**config.mk**
```make
export PLATFORM = sky130hd
export DESIGN_NAME = rv32i_mem_arbiter
export DESIGN_NICKNAME = d
export VERILOG_FILES = /design/src/rtl/RV32i_pkg.sv /design/src/rtl/rv32i_mem_arbiter.sv
export SDC_FILE = /design/constraint.sdc
export NUM_CORES = 1
export LEC_CHECK = 0
export ABC_AREA = 1
export BUFFER_PORTS_ARGS = -buffer_cell sky130_fd_sc_hd__buf_2
export CORE_ASPECT_RATIO = 0.5
export CORE_MARGIN = 2
export CORE_UTILIZATION = 40
export CTS_BUF_LIST = sky130_fd_sc_hd__clkbuf_4 sky130_fd_sc_hd__clkbuf_8
export DETAILED_ROUTE_END_ITERATION = 7
export PLACE_DENSITY = 0.77
export SYNTH_ARGS = -nofsm -noshare
export SYNTH_HDL_FRONTEND = slang
export SYNTH_SLANG_ARGS = --single-unit
```
**constraint.sdc**
```tcl
create_clock -name clk_i -period 3.05 [get_ports clk_i]
set_input_delay 0.1525 -clock clk_i [delete_from_list [all_inputs] [get_ports clk_i]]
set_output_delay 0.1525 -clock clk_i [all_outputs]
set_load 0.1 [all_outputs]
```
**src/rtl/RV32i_pkg.sv**
```systemverilog
// Shared types for the RV32I instruction/data memory arbiter.
package RV32i_pkg;

    localparam int unsigned XLEN = 32;
    localparam int unsigned BE_W = 4;

    typedef enum logic [1:0] {
        IDLE = 2'd0,
        REQ  = 2'd1,
        RESP = 2'd2
    } arb_state_t;

    typedef enum logic {
        OWN_FETCH = 1'b0,
        OWN_DATA  = 1'b1
    } arb_owner_t;

    // Transaction captured in IDLE and held until completion
    typedef struct packed {
        arb_owner_t        owner;
        logic              we;
        logic [XLEN-1:0]   addr;
        logic [XLEN-1:0]   wdata;
        logic [BE_W-1:0]   be;
    } arb_txn_t;

endpackage

```
**src/rtl/rv32i_mem_arbiter.sv**
```systemverilog
// Shares one memory port between instruction fetch and MEM-stage data accesses.
// Optional macro RV32I_ARB_RR_EN selects round-robin arbitration instead of data-first.
module rv32i_mem_arbiter (
    input  logic        clk_i,
    input  logic        resetn_i,
    input  logic        if_req_i,
    input  logic [31:0] if_addr_i,
    output logic [31:0] if_rdata_o,
    output logic        if_valid_o,
    output logic        stall_fetch_o,
    input  logic        dmem_re_i,
    input  logic        dmem_we_i,
    input  logic [31:0] dmem_addr_i,
    input  logic [31:0] dmem_wdata_i,
    input  logic [3:0]  dmem_be_i,
    output logic [31:0] dmem_rdata_o,
    output logic        stall_exec_o,
    input  logic        flush_i,
    output logic        mem_req_o,
    output logic        mem_we_o,
    output logic [31:0] mem_addr_o,
    output logic [31:0] mem_wdata_o,
    output logic [3:0]  mem_be_o,
    input  logic        mem_gnt_i,
    input  logic        mem_rvalid_i,
    input  logic [31:0] mem_rdata_i
);
    import RV32i_pkg::*;

    arb_state_t state_q, state_d;
    arb_txn_t   txn_q, txn_d;
    logic       discard_q, discard_d;
    logic       data_pend_c;
    logic       pick_data_c;
    logic       done_c;
    logic       data_done_c;
    logic       fetch_done_c;

    assign data_pend_c = dmem_re_i | dmem_we_i;

`ifdef RV32I_ARB_RR_EN
    arb_owner_t last_q, last_d;
    // On a tie the owner of the previous grant yields
    assign pick_data_c = data_pend_c & (~if_req_i | (last_q == OWN_FETCH));
`else
    assign pick_data_c = data_pend_c;
`endif

    // Next-state and latch-field logic
    always_comb begin
        state_d   = state_q;
        txn_d     = txn_q;
        discard_d = discard_q;
        done_c    = 1'b0;
`ifdef RV32I_ARB_RR_EN
        last_d    = last_q;
`endif
        case (state_q)
            IDLE: begin
                if (data_pend_c || if_req_i) begin
                    state_d = REQ;
                    if (pick_data_c) begin
                        txn_d = '{owner: OWN_DATA, we: dmem_we_i, addr: dmem_addr_i,
                                  wdata: dmem_wdata_i, be: dmem_be_i};
                    end else begin
                        txn_d = '{owner: OWN_FETCH, we: 1'b0, addr: if_addr_i,
                                  wdata: '0, be: 4'hF};
                    end
`ifdef RV32I_ARB_RR_EN
                    last_d = pick_data_c ? OWN_DATA : OWN_FETCH;
`endif
                end
            end
            REQ: begin
                if (mem_gnt_i) begin
                    if (txn_q.we) begin
                        done_c  = 1'b1;
                        state_d = IDLE;
                    end else begin
                        state_d = RESP;
                    end
                end
            end
            RESP: begin
                if (mem_rvalid_i) begin
                    done_c  = 1'b1;
                    state_d = IDLE;
                end
            end
            default: state_d = IDLE;
        endcase

        // A fetch made obsolete by a taken branch still drains on the bus
        if (state_q != IDLE && txn_q.owner == OWN_FETCH && flush_i) begin
            discard_d = 1'b1;
        end
        if (done_c) begin
            discard_d = 1'b0;
        end
    end

    always_ff @(posedge clk_i or negedge resetn_i) begin
        if (!resetn_i) begin
            state_q <= IDLE;
        end else begin
            state_q <= state_d;
        end
    end

    always_ff @(posedge clk_i or negedge resetn_i) begin
        if (!resetn_i) begin
            txn_q     <= '0;
            discard_q <= 1'b0;
`ifdef RV32I_ARB_RR_EN
            last_q    <= OWN_FETCH;
`endif
        end else begin
            txn_q     <= txn_d;
            discard_q <= discard_d;
`ifdef RV32I_ARB_RR_EN
            last_q    <= last_d;
`endif
        end
    end

    assign data_done_c  = done_c & (txn_q.owner == OWN_DATA);
    assign fetch_done_c = done_c & (txn_q.owner == OWN_FETCH);

    assign mem_req_o    = (state_q == REQ);
    assign mem_we_o     = txn_q.we;
    assign mem_addr_o   = txn_q.addr;
    assign mem_wdata_o  = txn_q.wdata;
    assign mem_be_o     = txn_q.be;

    assign if_valid_o    = fetch_done_c & ~discard_q & ~flush_i;
    assign if_rdata_o    = if_valid_o ? mem_rdata_i : '0;
    assign dmem_rdata_o  = (data_done_c && !txn_q.we) ? mem_rdata_i : '0;
    assign stall_exec_o  = data_pend_c & ~data_done_c;
    assign stall_fetch_o = if_req_i & ~if_valid_o;

endmodule

```
==> results by group <==
Timing
  – Endpoints failing setup: 0
  – Worst Skew: 0.00684 ns
  – RSZ-0062 raised after global routing: no
  – Final Hold Vio Count: 0
  – Fin crit period: 2.57 ns
  – Worst Tran Pin Value: 0.958 ns
  – Hold WS: 0.0211 ns
  – FMAX: 390 MHz
  – Pins over their slew limit: 0
  – Slew headroom: 36.1%
  – Final Cycle Share: 84.2%

Cells and area
  – Layout cells sized above 1: 37.3%
  – FF+latch area: 1830 sq um
  – Inserted Diodes: 0
  – Multi-input logic area: 1590 sq um
  – Final net count: 989
  – Fin cells: 990
  – Area delta synth->final: 44.4%
  – Number of fill cells: 925

Global route
  – Largest net degree at the start of global routing: 45
  – Global Route Usage Sum: 21.9%
  – First-pass GRT wire length: 19900 um
  – Antenna violations before repair: 0
  – Vias in the first global route: 4260
  – Gr ovfl total: 0

Logic synthesis
  – Compound-Gate Fraction of Synth Area: 0.238%
  – Post-synthesis simple-gate area fraction: 35.9%
  – Post-synth EDFFs: 0
  – Largest family of logic cells by synthesized area: simple AND/OR/NAND/NOR gates
  – Post-synthesis mux area share: 0%
  – Yosys cell types: 18
  – Seq/Total Area, Yosys: 43.4%
  – Post-Syn Nets: 756
  – Synth top cells by count: nand2_1, nor2_1, buf_4, dfrtp_1, inv_1
  – Most common cell in the netlist: nand2_1
  – Number of synthesized register bits: 73
  – Dominant synthesized flop cell: dfrtp_1
  – Synth warnings: 0
  – Post-synthesis cell count: 613
  – Synth Area in Adders: 0.892%
  – Mapped Area: 4210 sq um
  – Avg Cell Area, Syn: 6.86 sq um
  – Yosys top cell area share: 43.4%
  – Synthesized-area fraction occupied by xor and xnor cells: 0%
  – Fraction of registers with async set/reset: 100%
  – Synth area leader: dfrtp_1
  – Top post-synthesis cells by area: dfrtp_1, nand2_1, buf_4

Worst setup path
  – Crit path DAT: 2.41 ns
  – Critical path peak fanout: 24
  – Critical path capture point type: output pin
  – Reg2reg setup slack: 1.13 ns
  – CP Launch Type: register
  – Critical path class: reg -> out
  – Req. time, crit path: 2.90 ns

Floorplanning
  – Core area: 10200 sq um
  – Die W: 149 um
  – I/O pin cnt: 277
  – Die Footprint: 11400 sq um
  – Num rows: 26
  – Die Y: 76.5 um
  – Initial core utilization: 41.2%

Place
  – Hpwl dp: 9210 um
  – Placer congestion estimate: 0.852
  – Placed insts: 945
  – Port Buf Inserts: 276

Clock network
  – CTS tree: built
  – Root Buffer: clkbuf_8
  – Resized Gates After CTS: 0
  – H-tree Lvls: 3
  – Worst-Skew Late Latency: 0.34 ns
  – CTS max path bufs: 2
  – CTS buffer count: 9
  – Clock Pin Slew Worst Setup and Hold Paths: 0.07 ns
  – Clk sink count: 73

Run
  – Max cap viols: 0

Detailed routing
  – DRT iter0 DRCs: 199
  – Vias: 4305
  – Via density: 4.35
  – Drt total wl: 12300 um
  – Drt drc: 0
  – DR pass1 iterations: 4
  – Wire per inst: 12.4 um
  – Routed Antenna Nets: 0

Status
  – Status: completed

Hold path
  – Class of the worst hold path: in -> reg
layout by cell type, fill, tap and decap left out:
cell,count
nand2_1,307
nand3_2,1
ha_1,3
clkbuf_4,1
dlygate4sd3_1,30
buf_2,253
nand2_2,1
nor2_1,65
inv_1,46
o21ai_0,2
clkbuf_8,9
nand4_1,1
nor2_4,1
nand3b_1,1
bufinv_16,2
clkinvlp_4,1
clkinv_4,1
clkinv_2,1
buf_12,23
nor2_2,13
nor3_1,1
dfrtp_1,73
buf_4,9
nand3_1,4
inv_2,1
stage by stage:
step	utilization (%)	setup TNS (ns)	cell area (sq um)	setup WS [ns]
after floorplan	-	-15.52	4240	-0.318
after global placement	54.5	0	5560	0.996
after detailed placement	54.5	0	5560	0.822
after CTS	59.4	0	6070	0.434
after global routing	59.5	0	6080	0.246
final	59.5	0	6080	0.483
path summary, 6_finish.rpt:
path                                  from         endpoint  depth (start not counted)
min                        dmem_wdata_i[1]   mem_wdata_o[1]                          3
max                             state_q[1]   if_rdata_o[19]                          8
min in group asynchronous         resetn_i   mem_addr_o[11]                          2
max reg2reg                     state_q[0]  mem_wdata_o[26]                          7
min reg2reg                mem_wdata_o[16]  mem_wdata_o[16]                          2
max in group asynchronous         resetn_i   mem_addr_o[30]                          3
layout make-up:
type / instances / share of cell area, %
Timing Repair Buffer: 315 / 34.5
Sequential cell: 73 / 30.1
Multi-Input combinational cell: 400 / 26.2
Inverter: 47 / 2.90
Tap cell: 140 / 2.88
Clock buffer: 10 / 2.16
Clock inverter: 5 / 1.34
registers in the layout, summed over array words and instances (netlist names):
name and cells:
mem_addr_o 32, mem_wdata_o 32, mem_be_o 4, state_q 2, discard_q 1, mem_we_o 1
txn_q 1
timing repair:
action                                 CTS  global route
endpoints found under the hold margin   70             1
buffers inserted                         0             0
hold buffers                            29             1
worst max-delay path, cell delays in order (launching register included):
cell and delay [ns]:
dfrtp_1 0.40, inv_1 0.09, ha_1 0.22, nand3_1 0.09, nand2_1 0.14, nand3_2 0.24
buf_4 0.31, nor2_1 0.13, buf_2 0.44
routing by layer:
layer | vias up | part of all wire (%) | track usage [%]
met5 | - | 0 | 0
met4 | 0 | 3.6 | 8.76
met3 | 42 | 5.7 | 5.75
met2 | 159 | 52 | 40.5
met1 | 1916 | 38 | 23.9
li1 | 2188 | - | -
logic make-up after synthesis:
group / Yosys count
AO/OA/AOI/OAI: 2
adder cells (fa/ha/maj): 3
buffers and inverters: 140
flip-flops: 73
AND/OR/NAND/NOR: 395
Power is left out: the tool's default activity adds up to more than one toggle a clock period on the data nets, which glitch-free logic cannot reach.
